[config.mk]
export PLATFORM = sky130hd
export DESIGN_NAME = uart_frame_tx
export DESIGN_NICKNAME = d
export VERILOG_FILES = /design/src/rtl/uart_frame_tx.sv
export SDC_FILE = /design/constraint.sdc
export NUM_CORES = 1
export LEC_CHECK = 0
export BUFFER_PORTS_ARGS = -buffer_cell sky130_fd_sc_hd__buf_4
export CAP_MARGIN = 10
export CORE_ASPECT_RATIO = 0.9
export CORE_MARGIN = 2
export CORE_UTILIZATION = 30
export DETAILED_ROUTE_END_ITERATION = 12
export GPL_ROUTABILITY_DRIVEN = 0
export GPL_TIMING_DRIVEN = 0
export RECOVER_POWER = 100
export SYNTH_ARGS = -nofsm -noshare
export SYNTH_HDL_FRONTEND = slang
export SYNTH_SLANG_ARGS = --single-unit
[constraint.sdc]
create_clock -name clk_20m -period 3.8 [get_ports clk_20m]
set_clock_uncertainty 0.1 [all_clocks]
set_input_delay 0.19 -clock clk_20m [delete_from_list [all_inputs] [get_ports clk_20m]]
set_output_delay 0.19 -clock clk_20m [all_outputs]
set_load 0.1 [all_outputs]
[src/rtl/uart_frame_tx.sv]
// Framed 8N1 serial transmitter: FIFO-buffered words go out as
// HEADER, data bytes MSB-first, then an optional modulo-256 checksum byte.
module uart_frame_tx #(
    parameter int          DATA_BYTES   = 2,
    parameter logic [7:0]  HEADER       = 8'd123,
    parameter int          CLKS_PER_BIT = 40,
    parameter int          FIFO_DEPTH   = 4,
    parameter int          CHECKSUM_EN  = 1
) (
    input  logic                    clk_20m,
    input  logic                    rst,
    input  logic [8*DATA_BYTES-1:0] data,
    input  logic                    data_rdy,
    output logic                    full,
    output logic                    busy,
    output logic                    tx,
    output logic                    frame_done,
    output logic                    overflow
);

    localparam int W        = 8 * DATA_BYTES;
    localparam int PTR_W    = $clog2(FIFO_DEPTH);
    localparam int CNT_W    = PTR_W + 1;
    localparam int CLK_W    = $clog2(CLKS_PER_BIT);
    localparam int LAST_IDX = DATA_BYTES + ((CHECKSUM_EN != 0) ? 1 : 0);
    localparam int BYTE_W   = $clog2(LAST_IDX + 1);

    localparam logic [CLK_W-1:0]  CLK_LAST  = CLK_W'(CLKS_PER_BIT - 1);
    localparam logic [BYTE_W-1:0] BYTE_LAST = BYTE_W'(LAST_IDX);
    localparam logic [BYTE_W-1:0] DATA_LAST = BYTE_W'(DATA_BYTES);
    localparam logic [CNT_W-1:0]  CNT_FULL  = CNT_W'(FIFO_DEPTH);

    typedef enum logic [1:0] {IDLE, START, BITS, STOP} state_t;

    state_t state, state_next;

    logic [W-1:0]      mem [FIFO_DEPTH];
    logic [PTR_W-1:0]  wr_ptr, rd_ptr;
    logic [CNT_W-1:0]  count, count_next;
    logic              push, pop, empty;

    logic [W-1:0]      word_q;
    logic [CLK_W-1:0]  clk_cnt;
    logic [2:0]        bit_idx;
    logic [BYTE_W-1:0] byte_idx;
    logic [7:0]        csum;
    logic [7:0]        cur_byte;
    logic              bit_end, frame_end, tx_next;

    assign empty   = (count == '0);
    // full is the registered flag, so a drop is decided before any same-edge pop
    assign push    = data_rdy && !full;
    assign bit_end = (clk_cnt == CLK_LAST);

    always_comb begin
        count_next = count;
        case ({push, pop})
            2'b10:   count_next = count + 1'b1;
            2'b01:   count_next = count - 1'b1;
            default: count_next = count;
        endcase
    end

    // NOTE: the storage array has no reset; only pointers and count define validity.
    always_ff @(posedge clk_20m) begin
        if (push) mem[wr_ptr] <= data;
    end

    // NOTE: sequential state uses non-blocking assignments so every register
    // samples pre-edge values regardless of statement order.
    always_ff @(posedge clk_20m) begin
        if (rst) begin
            wr_ptr   <= '0;
            rd_ptr   <= '0;
            count    <= '0;
            full     <= 1'b0;
            overflow <= 1'b0;
        end else begin
            if (push) wr_ptr <= wr_ptr + 1'b1;
            if (pop)  rd_ptr <= rd_ptr + 1'b1;
            count    <= count_next;
            full     <= (count_next == CNT_FULL);
            overflow <= data_rdy && full;
        end
    end

    always_ff @(posedge clk_20m) begin
        if (rst) state <= IDLE;
        else     state <= state_next;
    end

    // NOTE: every output of this block gets a default first, so no path
    // leaves a signal unassigned and no latch is inferred.
    always_comb begin
        state_next = state;
        pop        = 1'b0;
        frame_end  = 1'b0;
        tx_next    = 1'b1;

        if (byte_idx == '0)             cur_byte = HEADER;
        else if (byte_idx <= DATA_LAST) cur_byte = word_q[W-1 -: 8];
        else                            cur_byte = csum;

        case (state)
            IDLE: begin
                if (!empty) begin
                    pop        = 1'b1;
                    state_next = START;
                end
            end
            START: begin
                tx_next = 1'b0;
                if (bit_end) state_next = BITS;
            end
            BITS: begin
                tx_next = cur_byte[bit_idx];
                if (bit_end && bit_idx == 3'd7) state_next = STOP;
            end
            STOP: begin
                if (bit_end) begin
                    if (byte_idx != BYTE_LAST) begin
                        state_next = START;
                    end else begin
                        frame_end = 1'b1;
                        if (!empty) begin
                            pop        = 1'b1;
                            state_next = START;
                        end else begin
                            state_next = IDLE;
                        end
                    end
                end
            end
            default: state_next = IDLE;
        endcase
    end

    // tx and frame_done are registered, trailing the state by one cycle
    always_ff @(posedge clk_20m) begin
        if (rst) begin
            tx         <= 1'b1;
            frame_done <= 1'b0;
            busy       <= 1'b0;
            word_q     <= '0;
            clk_cnt    <= '0;
            bit_idx    <= '0;
            byte_idx   <= '0;
            csum       <= '0;
        end else begin
            tx         <= tx_next;
            frame_done <= frame_end;
            busy       <= (state != IDLE) || !empty;
            if (pop) begin
                word_q   <= mem[rd_ptr];
                clk_cnt  <= '0;
                bit_idx  <= '0;
                byte_idx <= '0;
                csum     <= '0;
            end else if (state != IDLE) begin
                clk_cnt <= bit_end ? '0 : clk_cnt + 1'b1;
                if (bit_end && state == BITS) bit_idx <= bit_idx + 1'b1;
                if (bit_end && state == STOP) begin
                    byte_idx <= byte_idx + 1'b1;
                    csum     <= csum + cur_byte;
                    // data bytes leave from the top of the word
                    if (byte_idx != '0) word_q <= word_q << 8;
                end
            end
        end
    end

endmodule

# Yosys cells after proc, flatten, opt, wreduce, memory -nomap -nowiden
# Memories as Yosys holds them, arrays and structs flattened. A register that Yosys moved wholly into a read port is not among the register bits.
# Index checks and enable logic that the tools add are counted.
[word_totals]
regBits = 49
ram_bits = 64
out_inout_bits = 5
n_memories = 1
[op_classes]
add_sub_neg = 8
magnitude_cmp = 2
n_eq_ne = 13
muxes = 27
n_bitwise = 2
reduce_logical = 22
[memory_table]
columns = ["memory", "words", "word_bits", "read_ports", "rd_ports_with_merged_regs", "wr", "line", "source"]
rows = [
  ["mem", 4, 16, 1, 1, 1, "37", "logic [W-1:0] mem [FIFO_DEPTH];"],
]
[op_table]
columns = ["operator", "n"]
rows = [
  ["16-bit two-way mux", 4],
  ["8-bit two-way mux", 2],
  ["2-bit two-way mux", 6],
  ["2-bit inequality test (second input constant)", 5],
  ["2-bit nonzero test", 5],
  ["1-bit two-way mux", 9],
  ["8-bit adder", 1],
  ["2-bit case mux with 4 select lines", 1],
  ["2-bit by 1-bit adder with 2-bit output (second input constant)", 3],
  ["3-bit by 1-bit adder with 3-bit output (second input constant)", 2],
  ["6-bit by 1-bit adder with 6-bit output (second input constant)", 1],
  ["2-bit equality test (second input constant)", 3],
  ["3-bit equality test (second input constant)", 2],
  ["6-bit equality test (second input constant)", 1],
  ["6-bit two-way mux", 1],
  ["3-bit case mux with 2 select lines", 1],
  ["1-bit logical AND", 5],
  ["2-bit by 1-bit equality test with 1-bit output (second input constant)", 2],
  ["2-bit logical NOT", 2],
  ["3-bit by 4-bit < comparator with 1-bit output (second input constant)", 1],
  ["1-bit case mux with 2 select lines", 2],
  ["2-bit AND reduction", 2],
  ["4-bit AND reduction", 1],
  ["1-bit binary-select mux with 3-bit select", 1],
  ["9 further kinds", 11],
]

# Logic depth before layout (Yosys ltp)
# Gate-level depths: netlist (run 1).
[logic_depth]
ltp_word = 8
ltp_mapped = 14
mapped_depth_nobuf = 12

# Worst setup path before layout (run 1)
# OpenSTA, ideal clock, no wires.
[synth_path]
path_kind = "flip-flop to flip-flop"
from = "register state[0]"
to = "register full"
setup_time_ns = 0.132
t_arrival_ns = 2.596
path_slack_ns = 0.973
path_stages_with_launch = 15
n_path_buf = 2
cell_sequence = "dfxtp_1 inv_1 ha_1 clkbuf_1 a41o_1 nand2_1 clkinv_1 clkbuf_1 ha_1 inv_1 fa_1 xor2_1 nor2_1 xnor2_1 nor3_1"
[synth_between]
elab_chain_cells = 5
word_cells_on_any_way = 7
cone_classes = "eq/ne (4); mux (2); reduce/logical (1)"
[synth_lines]
columns = ["item", "line", "source"]
rows = [
  ["start, declared", "35", "state_t state, state_next;"],
  ["start signal, assigned", "89", "else state <= state_next;"],
  ["2-bit equality test or 2-bit logical NOT (tied branches)", "104", "case (state)"],
  ["1-bit case mux with 2 select lines *", "104", ""],
  ["via pop", "40", "logic push, pop, empty;"],
  ["2-bit by 1-bit equality test with 1-bit output or 2-bit equality test (tied branches)", "57", "case ({push, pop})"],
  ["3-bit case mux with 2 select lines *", "57", ""],
  ["3-bit equality test *", "82", "full <= (count_next == CNT_FULL);"],
  ["end signal, assigned", "82", ""],
  ["end, declared", "14", "output logic full,"],
]
# Mark *: on every way through the listed nets, which the timed path passes. The rest lies on a longest branch.
# A chain may end at the register's enable or synchronous reset.

# Final worst setup path (run 1)
# Ends and elaborated chain as after synthesis.

==> results of run 1 <==
==> registers in the layout (all words and copies together), names as in the netlist, named ones only <==
name / cells
bit_idx: 3
byte_idx: 2
mem: 64
full: 1
rd_ptr: 2
count: 3
state: 2
word_q: 16
overflow: 1
clk_cnt: 6
frame_done: 1
csum: 8
wr_ptr: 2
busy: 1
tx: 1
==> cell families (layout without fill, tap and decap cells) <==
| family | count (synthesis) | count (layout) | share of synthesized area |
|---|---|---|---|
| flip-flops | 115 | 115 | 0.585 |
| AO/OA/AOI/OAI | 65 | 65 | 0.0875 |
| buffers and inverters | 32 | 104 | 0.0264 |
| XOR/XNOR | 14 | 14 | 0.0244 |
| AND/OR/NAND/NOR | 110 | 110 | 0.102 |
| adder cells (fa/ha/maj) | 25 | 25 | 0.0652 |
| multiplexers | 33 | 33 | 0.109 |
==> power groups by stage <==
| stage | registers (uW) | clock network, uW | logic, uW |
|---|---|---|---|
| finish | 1590 | 1560 | 954 |
| global route | 1610 | 1640 | 1070 |
| CTS | 1590 | 1580 | 990 |
| detailed placement | 1610 | 0 | 970 |
| global placement | 1600 | 0 | 946 |
| floorplan | 1680 | 0 | 642 |
==> area by class of cell <==
type / instances / area, um2 / area share
buffer: 19 / 82.6 / 0.0135
clock buffer: 17 / 425 / 0.0693
clock inverter: 14 / 155 / 0.0253
inverter: 13 / 48.8 / 0.00795
multi-input combinational: 247 / 1960 / 0.319
sequential: 115 / 2940 / 0.479
tap: 207 / 259 / 0.0422
timing repair buffer: 41 / 270 / 0.0440
==> worst min-delay path, delay by kind of cell (launching register included) <==
family	cells	cell delay, ns
flops	1	0.32
simple gates	2	0.10
==> timing repair <==
item	4_1_cts	5_1_grt
endpoints found under the hold margin	66	0
gates resized for setup	0	0
hold buffers	18	0
==> metal layers <==
| layer | global-route usage | share of wire | wire [um] | vias to the layer above |
|---|---|---|---|---|
| met5 | 0 | 0 | 0 | - |
| met4 | 0.0418 | 0.0091 | 90 | 0 |
| met3 | 0.0366 | 0.033 | 330 | 9 |
| met2 | 0.197 | 0.48 | 4780 | 50 |
| met1 | 0.150 | 0.47 | 4670 | 1505 |
| li1 | - | - | - | 1572 |
==> how the worst max path moves through the flow <==
stage | cells past startpoint | slack, ns | endpoint | from
6_report | 14 | 0.51 | full | state[0]
5_1_grt | 14 | 0.20 | full | state[0]
4_1_cts | 14 | 0.50 | full | state[0]
3_5_place_dp | 14 | 0.51 | full | state[0]
3_3_place_gp | 14 | 0.55 | full | state[0]
2_1_floorplan | 14 | 0.97 | full | state[0]
==> layout by cell type, fill, tap and decap left out, types with 2 or more instances in the layout <==
master	count
sky130_fd_sc_hd__nor3_1	9
sky130_fd_sc_hd__nand2_1	14
sky130_fd_sc_hd__nor2_1	55
sky130_fd_sc_hd__clkinv_2	2
sky130_fd_sc_hd__xor2_1	7
sky130_fd_sc_hd__dlygate4sd3_1	18
sky130_fd_sc_hd__a211o_1	7
sky130_fd_sc_hd__nor3b_1	4
sky130_fd_sc_hd__a211oi_1	14
sky130_fd_sc_hd__ha_1	23
sky130_fd_sc_hd__inv_6	3
sky130_fd_sc_hd__fa_1	2
sky130_fd_sc_hd__clkbuf_1	37
sky130_fd_sc_hd__a22oi_1	9
sky130_fd_sc_hd__and2b_1	4
sky130_fd_sc_hd__and2_0	5
sky130_fd_sc_hd__mux2i_1	11
sky130_fd_sc_hd__clkbuf_16	17
sky130_fd_sc_hd__mux2_2	5
sky130_fd_sc_hd__mux4_2	17
sky130_fd_sc_hd__xnor2_1	7
sky130_fd_sc_hd__bufinv_16	2
sky130_fd_sc_hd__o21ai_0	6
sky130_fd_sc_hd__nor2b_1	6
sky130_fd_sc_hd__inv_1	12
sky130_fd_sc_hd__a21o_1	3
sky130_fd_sc_hd__nand3_1	7
sky130_fd_sc_hd__clkinv_4	2
sky130_fd_sc_hd__dfxtp_1	51
sky130_fd_sc_hd__buf_2	3
sky130_fd_sc_hd__edfxtp_1	64
sky130_fd_sc_hd__clkinvlp_4	4
sky130_fd_sc_hd__a21oi_1	19
==> metrics by stage <==
| step | area [um2] | hold slack (ns) |
|---|---|---|
| after global routing | 6140 | 0.376 |
| after CTS | 6220 | 0.363 |
| final | 6140 | 0.359 |
| after detailed placement | 5460 | 0.293 |
| after global placement | 5460 | 0.289 |
| after floorplan | 5030 | 0.184 |
==> flow_metrics.py, run 1 <==
metrics = {
    "floorplanning": {
        "core-area_um2": 16300,
        "x_dimension_of_the_die_um": 141,
        "rows": 44,
        "effective_utilization_at_floorplan": 0.309,
        "num_io_pins": 24,
        "die_height_um": 127,
        "floorplan.die_area_um2": 17800,
    },
    "timing": {
        "fmax_ghz": 0.304,
        "rsz0062_at_grt": "false",
        "finalWorstSetupSlack_ns": 0.515,
        "final_setup_violation_count": 0,
        "timing.final.hold_violations": 0,
        "worstMarginPinSlew_ns": 1.25,
        "setup_tns_ns": 0,
        "finalCritPeriodShare": 0.865,
        "fin_crit_ns": 3.29,
        "finalMaxSlewViolations": 0,
        "timing.max_slew.rel_slack": 0.168,
    },
    "layout": {
        "final_nets": 498,
        "final_util": 0.377,
        "layout.cells.non_filler": 673,
        "syn2layout_area_growth_pct": 22.0,
        "insertedDiodeCount": 0,
        "ratio_of_cells_with_drive_above_1_in_the_final_layout": 0.131,
        "num-fill-cells": 1540,
    },
    "power_and_ir_drop": {
        "power_switching_uw": 1280,
        "comb_power_share": 0.233,
        "total_power_uw": 4100,
        "power.density_nw_per_um2": 668,
        "p_int_uw": 2820,
        "seq_power_share": 0.387,
        "p_sw_frac": 0.312,
        "power_leakage_uw": 0.00214,
        "p_clk_frac": 0.380,
        "peakVddDrop_mv": 0.357,
    },
    "synthesis": {
        "post_synth_num_cell_types": 40,
        "post-synth-top-area-fraction": 0.382,
        "synth.yosys.seq_area_share": 0.585,
        "yosysMostFrequentCell": "sky130_fd_sc_hd__edfxtp_1",
        "synth.area.top_cells": "sky130_fd_sc_hd__edfxtp_1 38%, sky130_fd_sc_hd__dfxtp_1 20%, sky130_fd_sc_hd__mux4_2 7.6%",
        "synth_async_sr_flop_share": 0,
        "synthesis.area_per_instance_um2": 12.8,
        "synth-edff-count": 64,
        "synthesis.area_um2": 5030,
        "yosys_register_bits": 115,
        "post_synth_most_frequent_cells": "64 x sky130_fd_sc_hd__edfxtp_1, 55 x sky130_fd_sc_hd__nor2_1, 51 x sky130_fd_sc_hd__dfxtp_1",
        "net_count_after_synthesis": 438,
        "yosys.area.top_type": "sky130_fd_sc_hd__edfxtp_1",
        "ys_dominant_reg_cell": "sky130_fd_sc_hd__edfxtp_1",
        "post_synth_inst_count": 394,
        "ys.warnings.count": 0,
    },
    "worst_setup_path": {
        "worst_path_largest_cell_delay_ns": 0.40,
        "worstPathMaxFanout": 10,
        "crit_type": "reg -> reg",
        "ff2ff_path_depth": 14,
        "endpoint_of_the_worst_slack_reg_to_reg_timing_path": "full",
        "timing.critical_path.buf_inv": 5,
        "crit_family": "buffers and inverters",
        "setup.worst_path.start_class": "flip-flop",
        "timing.critical_path.cells": "inv_1 -> ha_1 -> clkbuf_1 -> a41o_1 -> nand2_1 -> clkinv_1 -> clkbuf_1 -> ha_1 -> inv_1 -> fa_1 -> xor2_1 -> nor2_1 -> xnor2_1 -> nor3_1",
        "worst_ep_arrival_time_ns": 3.46,
        "timing.rr.start": "state[0]",
        "worst_setup_path_end_kind": "flip-flop",
        "regToRegSetupSlack_ns": 0.51,
        "worst-endpoint-required_ns": 3.98,
        "critPathSlowestCell": "sky130_fd_sc_hd__clkbuf_1",
    },
    "placed_design": {
        "dpl.cell_count": 624,
        "port_buffers": 23,
        "hpwl_mm": 6.69,
        "placement.setup.worst_slack_ns": 0.514,
    },
    "grt": {
        "grt_antenna_before_repair": 0,
        "via_count_of_the_first_global_routing_pass": 3285,
        "grt_usage": 0.119,
        "grt_start_max_net_pins": 17,
        "grt_pass1_wl_mm": 16.7,
        "global_route.overflow_total": 0,
    },
    "route": {
        "detailedRoute.firstIterationViolations": 155,
        "drt-pass1-iter-count": 4,
        "drc": 0,
        "totalWireLength_mm": 9.86,
        "num_vias": 3136,
        "detail_route.wl_per_cell_um": 14.7,
        "route.detailed.vias_per_inst": 4.66,
        "postRouteAntennaNets": 0,
    },
    "clock_network": {
        "latest_clock_arrival_within_the_worst_skew_pair_ns": 0.41,
        "cts.path.max_buffers": 2,
        "cts_root_buffer": "sky130_fd_sc_hd__clkbuf_16",
        "clk_sink_count": 115,
        "cts.repair_timing.setup_buffer_count": 0,
        "cts.htree.levels": 4,
        "clk_transition_reported_paths_ns": 0.06,
        "num_cts_buffers": 17,
        "tritoncts_clock_tree": "yes",
    },
    "status": {
        "run_status": "complete, no violations",
    },
    "min_path": {
        "hp_class": "reg -> reg",
        "hold-path-cell-count": 2,
        "hp-start": "full",
        "whs_endpoint": "overflow",
    },
    "run": {
        "timing.max_cap.violations": 0,
    },
}
Note: power is estimated with default switching activity, not from simulation.
==> inputs of run 2 (changes only) <==
- CORE_UTILIZATION: 30 -> 61
- PLACE_DENSITY: default -> 0.79
==> run 2 against run 1 <==
Clock power barely moved; hold slack better by 0.0072 ns; critical path depth unchanged.
==> flow_metrics.py, run 2 (synthesized netlist as in run 1, its figures left out) <==
metrics = {
    "status": {
        "run_status": "complete, no violations",
    },
    "grt": {
        "via_count_of_the_first_global_routing_pass": 3429,
        "grt_usage": 0.245,
        "global_route.overflow_total": 0,
        "grt_pass1_wl_mm": 16.7,
        "grt_antenna_before_repair": 0,
        "grt_start_max_net_pins": 17,
    },
    "route": {
        "detail_route.wl_per_cell_um": 18.2,
        "detailedRoute.firstIterationViolations": 175,
        "routed-wl-met2_mm": 5.32,
        "drc": 0,
        "wl_met3_um": 496,
        "num_vias": 3340,
        "highest_layer": "met4",
        "drt-pass1-iter-count": 5,
        "met1Wirelength_mm": 4.33,
        "route.detailed.vias_per_inst": 5.90,
        "totalWireLength_mm": 10.3,
        "postRouteAntennaNets": 0,
    },
    "power_and_ir_drop": {
        "peakVddDrop_mv": 0.403,
        "power.density_nw_per_um2": 691,
        "power_leakage_uw": 0.00215,
        "total_power_uw": 4150,
    },
    "timing": {
        "setup_tns_ns": 0,
        "worstMarginPinSlew_ns": 1.24,
        "fmax_ghz": 0.300,
        "finalCritPeriodShare": 0.876,
        "final_setup_violation_count": 0,
        "finalMaxSlewViolations": 0,
        "timing.final.hold_violations": 0,
        "timing.max_slew.rel_slack": 0.172,
        "rsz0062_at_grt": "false",
        "fin_crit_ns": 3.33,
    },
    "layout": {
        "layout.cells.most_common_list": "64 x sky130_fd_sc_hd__edfxtp_1, 55 x sky130_fd_sc_hd__nor2_1, 51 x sky130_fd_sc_hd__dfxtp_1, 38 x sky130_fd_sc_hd__clkbuf_1, 23 x sky130_fd_sc_hd__ha_1",
        "biggestRegsByFlops": "mem: 64 flops, word_q: 16 flops, csum: 8 flops",
        "final_nets": 498,
        "syn2layout_area_growth_pct": 19.5,
        "largest_register": "mem",
        "most_common_library_cell_in_the_layout_ignoring_fill_and_taps": "sky130_fd_sc_hd__edfxtp_1",
        "insertedDiodeCount": 0,
        "ratio_of_cells_with_drive_above_1_in_the_final_layout": 0.131,
        "layout.cells.non_filler": 566,
        "finalInstanceArea_um2": 6010,
        "largest_register_ffs": 64,
    },
    "worst_setup_path": {
        "ff2ff_path_depth": 14,
        "regToRegSetupSlack_ns": 0.47,
        "worst-endpoint-required_ns": 4.08,
        "worstPathMaxFanout": 10,
        "setup.worst_path.start_class": "flip-flop",
        "crit_type": "reg -> reg",
        "worst_setup_path_end_kind": "flip-flop",
        "timing.rr.start": "state[0]",
        "worst_ep_arrival_time_ns": 3.61,
        "endpoint_of_the_worst_slack_reg_to_reg_timing_path": "full",
    },
    "placed_design": {
        "port_buffers": 23,
        "hpwl_mm": 6.04,
        "place_area_um2": 5330,
        "dpl.cell_count": 516,
    },
    "floorplanning": {
        "floorplan.die_area_um2": 8990,
        "core-area_um2": 8030,
        "x_dimension_of_the_die_um": 99.7,
        "die_height_um": 90.2,
        "num_io_pins": 24,
        "rows": 31,
        "effective_utilization_at_floorplan": 0.627,
    },
    "clock_network": {
        "latest_clock_arrival_within_the_worst_skew_pair_ns": 0.52,
        "num_cts_buffers": 17,
        "tritoncts_clock_tree": "yes",
        "cts.path.max_buffers": 2,
        "cts.repair_timing.setup_buffer_count": 0,
        "cts.htree.levels": 4,
        "clk_sink_count": 115,
        "cts_root_buffer": "sky130_fd_sc_hd__clkbuf_8",
        "clk_transition_reported_paths_ns": 0.06,
    },
    "run": {
        "timing.max_cap.violations": 0,
    },
    "min_path": {
        "hp_class": "reg -> reg",
        "whs_endpoint": "overflow",
        "hp-start": "full",
        "hold-path-cell-count": 2,
    },
}
## run 2: worst max-delay path by stage
stage | slack [ns] | to | cells past startpoint | start
after floorplan | 0.97 | full | 14 | state[0]
after global placement | 0.61 | full | 14 | state[0]
after detailed placement | 0.51 | full | 14 | state[0]
after CTS | 0.47 | full | 14 | state[0]
after global routing | 0.22 | full | 14 | state[0]
final | 0.47 | full | 14 | state[0]
## run 2: worst max-delay path: stages, from the launching register on
cell	delay (ns)
sky130_fd_sc_hd__dfxtp_1	0.32
sky130_fd_sc_hd__inv_1	0.15
sky130_fd_sc_hd__ha_1	0.19
sky130_fd_sc_hd__clkbuf_1	0.36
sky130_fd_sc_hd__a41o_1	0.21
sky130_fd_sc_hd__nand2_1	0.09
sky130_fd_sc_hd__clkinv_1	0.16
sky130_fd_sc_hd__clkbuf_1	0.40
sky130_fd_sc_hd__ha_1	0.27
sky130_fd_sc_hd__inv_1	0.07
sky130_fd_sc_hd__fa_1	0.37
sky130_fd_sc_hd__xor2_1	0.15
sky130_fd_sc_hd__nor2_1	0.11
sky130_fd_sc_hd__xnor2_1	0.15
sky130_fd_sc_hd__nor3_1	0.08
## run 2: where the power goes
group	total, uW	internal [uW]	switching [uW]
Combinational	967	350	616
Sequential	1590	1500	89.3
Clock	1590	957	637
## run 2: layout make-up
| cell class | count | area, um2 |
|---|---|---|
| timing repair buffer | 41 | 270 |
| buffer | 19 | 82.6 |
| inverter | 13 | 48.8 |
| sequential | 115 | 2940 |
| multi-input combinational | 247 | 1960 |
| clock buffer | 18 | 418 |
| tap | 99 | 124 |
| clock inverter | 14 | 169 |
| fill | 515 | 2020 |
## run 2: per-stage QoR
step / hold WS [ns] / util / setup WS [ns]
floorplan: 0.184 / - / 0.973
global placement: 0.289 / 0.664 / 0.614
detailed placement: 0.293 / 0.664 / 0.512
CTS: 0.297 / 0.759 / 0.473
global route: 0.363 / 0.749 / 0.219
finish: 0.366 / 0.749 / 0.472
## run 2: per-layer routing
| metal | up-vias | GRT usage |
|---|---|---|
| met5 | - | 0 |
| met4 | 0 | 0.0936 |
| met3 | 20 | 0.0700 |
| met2 | 98 | 0.412 |
| met1 | 1647 | 0.299 |
| li1 | 1575 | - |
## run 2: timing repair
action | in CTS | in global routing
hold buffers | 18 | 0
hold endpoints to repair | 66 | 0
resized for setup | 0 | 0
==> inputs of run 3 (changes only) <==
- CORE_MARGIN: 2 -> default
==> run 3 against run 2 <==
The flow now finishes with violations (DRC); via count is 1.3% lower; total power decreased by 3.9%; critical path depth decreased by 1; utilization shrank 0.55 points; first-iteration DRC count is 4.0% higher; sequential power hardly changed; sequential share of layout area is 0.36 points higher; routed wire length decreased by 3.1%; non-clock buffer count unchanged; clock power down 9%; cell area is 0.73% lower; sequential cell count unchanged; critical path type unchanged; largest cell class unchanged; highest routed layer unchanged.
==> flow_metrics.py, run 3 (synthesized netlist as in run 1, its figures left out) <==
metrics = {
    "power_and_ir_drop": {
        "power.density_nw_per_um2": 669,
        "power_leakage_uw": 0.00212,
        "peakVddDrop_mv": 0.557,
    },
    "worst_setup_path": {
        "critPathSlowestCell": "sky130_fd_sc_hd__fa_1",
        "crit_type": "reg -> reg",
        "worst_path_largest_cell_delay_ns": 0.48,
        "timing.rr.start": "state[0]",
        "timing.critical_path.buf_inv": 5,
        "worst_ep_arrival_time_ns": 3.55,
        "endpoint_of_the_worst_slack_reg_to_reg_timing_path": "full",
        "crit_family": "buffers and inverters",
        "timing.critical_path.cells": "inv_1 -> ha_1 -> clkbuf_1 -> a41o_1 -> nand2_1 -> clkinv_1 -> clkbuf_1 -> ha_1 -> inv_1 -> fa_1 -> nor2b_1 -> a22oi_1 -> nor3_1",
        "setup.worst_path.start_class": "flip-flop",
        "ff2ff_path_depth": 13,
        "worst_setup_path_end_kind": "flip-flop",
        "worstPathMaxFanout": 10,
        "regToRegSetupSlack_ns": 0.58,
        "worst-endpoint-required_ns": 4.14,
    },
    "layout": {
        "layout.cells.non_filler": 566,
        "register_area_um2": 2940,
        "largest_register_ffs": 64,
        "num-fill-cells": 487,
        "insertedDiodeCount": 0,
        "ratio_of_cells_with_drive_above_1_in_the_final_layout": 0.131,
        "most_common_library_cell_in_the_layout_ignoring_fill_and_taps": "sky130_fd_sc_hd__edfxtp_1",
        "layout.cells.most_common_list": "64 x sky130_fd_sc_hd__edfxtp_1, 55 x sky130_fd_sc_hd__nor2_1, 51 x sky130_fd_sc_hd__dfxtp_1, 38 x sky130_fd_sc_hd__clkbuf_1, 23 x sky130_fd_sc_hd__ha_1",
        "biggestRegsByFlops": "mem: 64 flops, word_q: 16 flops, csum: 8 flops",
        "largest_register": "mem",
        "footprint_of_the_multi_input_gates_um2": 1960,
        "syn2layout_area_growth_pct": 18.6,
        "final_nets": 498,
    },
    "timing": {
        "final_setup_violation_count": 0,
        "fmax_ghz": 0.311,
        "timing.final.hold_violations": 0,
        "setup_tns_ns": 0,
        "worstMarginPinSlew_ns": 1.23,
        "timing.max_slew.rel_slack": 0.179,
        "finalMaxSlewViolations": 0,
        "fin_crit_ns": 3.22,
        "finalCritPeriodShare": 0.847,
        "rsz0062_at_grt": "false",
    },
    "route": {
        "drt-pass1-iter-count": 8,
        "postRouteAntennaNets": 0,
        "detailedRoute.firstIterationViolations": 182,
        "route.detailed.vias_per_inst": 5.82,
        "drc": 2,
        "detail_route.wl_per_cell_um": 17.7,
        "totalWireLength_mm": 9.99,
        "num_vias": 3295,
    },
    "run": {
        "timing.max_cap.violations": 0,
    },
    "grt": {
        "grt_usage": 0.249,
        "grt_pass1_wl_mm": 16.0,
        "via_count_of_the_first_global_routing_pass": 3229,
        "grt_start_max_net_pins": 17,
        "global_route.overflow_total": 0,
        "grt_antenna_before_repair": 0,
    },
    "placed_design": {
        "dpl.cell_count": 516,
        "hpwl_mm": 5.97,
        "port_buffers": 23,
    },
    "floorplanning": {
        "effective_utilization_at_floorplan": 0.627,
        "num_io_pins": 24,
        "die_height_um": 88.2,
        "floorplan.die_area_um2": 8620,
        "core-area_um2": 8030,
        "x_dimension_of_the_die_um": 97.7,
        "rows": 31,
    },
    "clock_network": {
        "clk_transition_reported_paths_ns": 0.06,
        "num_cts_buffers": 17,
        "tritoncts_clock_tree": "yes",
        "latest_clock_arrival_within_the_worst_skew_pair_ns": 0.52,
        "cts_root_buffer": "sky130_fd_sc_hd__clkbuf_8",
        "cts.path.max_buffers": 2,
        "cts.htree.levels": 4,
        "post_cts_resize_count": 0,
        "clk_sink_count": 115,
    },
    "min_path": {
        "hp_class": "in -> reg",
        "whs_endpoint": "overflow",
        "hold-path-cell-count": 4,
        "hp-start": "data_rdy",
    },
    "status": {
        "failed_checks": "DRC",
        "run_status": "finished with violations",
    },
}
run 3: area by class of cell:
class	instances	share of cell area
flip-flops and latches	115	0.493
multi-input cells	247	0.328
clock buffers	19	0.0742
repair buffers	41	0.0453
well taps	99	0.0208
clock inverters	13	0.0168
plain buffers	19	0.0138
inverters	13	0.00818
run 3: layer usage:
metal,track usage,routed length (um),part of all wire,vias up
met5,0,0,0,-
met4,0.117,156,0.016,0
met3,0.0615,448,0.045,20
met2,0.422,5000,0.50,86
met1,0.306,4390,0.44,1611
li1,-,-,-,1578
run 3: where the power goes:
part | internal, uW | switching [uW] | total, uW | leakage (uW)
combinational | 349 | 602 | 952 | 0.000864
sequential | 1500 | 87.1 | 1590 | 0.00100
clock | 846 | 604 | 1450 | 0.000253
total | 2700 | 1290 | 3990 | 0.00212
run 3: how the worst max path moves through the flow:
stage	from	endpoint	slack, ns	depth (start not counted)
global placement	state[0]	full	0.61	14
detailed placement	state[0]	full	0.57	14
global route	state[0]	full	0.30	14
floorplan	state[0]	full	0.97	14
finish	state[0]	full	0.58	13
CTS	state[0]	full	0.55	13
run 3: timing repair:
item                                   in CTS  in global routing
hold buffers                               18                  0
endpoints found under the hold margin      66                  0
setup endpoints to repair                   0                  0
buffers inserted                            0                  0
run 3: worst reg2reg max path, stage by stage, from the launching register on:
cell	delay, ns
sky130_fd_sc_hd__dfxtp_1	0.32
sky130_fd_sc_hd__inv_1	0.14
sky130_fd_sc_hd__ha_1	0.18
sky130_fd_sc_hd__clkbuf_1	0.35
sky130_fd_sc_hd__a41o_1	0.20
sky130_fd_sc_hd__nand2_1	0.08
sky130_fd_sc_hd__clkinv_1	0.16
sky130_fd_sc_hd__clkbuf_1	0.37
sky130_fd_sc_hd__ha_1	0.27
sky130_fd_sc_hd__inv_1	0.06
sky130_fd_sc_hd__fa_1	0.48
sky130_fd_sc_hd__nor2b_1	0.19
sky130_fd_sc_hd__a22oi_1	0.10
sky130_fd_sc_hd__nor3_1	0.15
run 3: through the flow:
step | util | total power [uW] | instance area [um2] | worst slack (ns) | hold WS (ns)
after floorplan | - | 2320 | 5030 | 0.973 | 0.184
after global placement | 0.664 | 2520 | 5330 | 0.609 | 0.289
after detailed placement | 0.664 | 2560 | 5330 | 0.569 | 0.294
after CTS | 0.754 | 4030 | 6050 | 0.549 | 0.293
after global routing | 0.743 | 4170 | 5970 | 0.304 | 0.354
final | 0.743 | 3990 | 5970 | 0.581 | 0.342
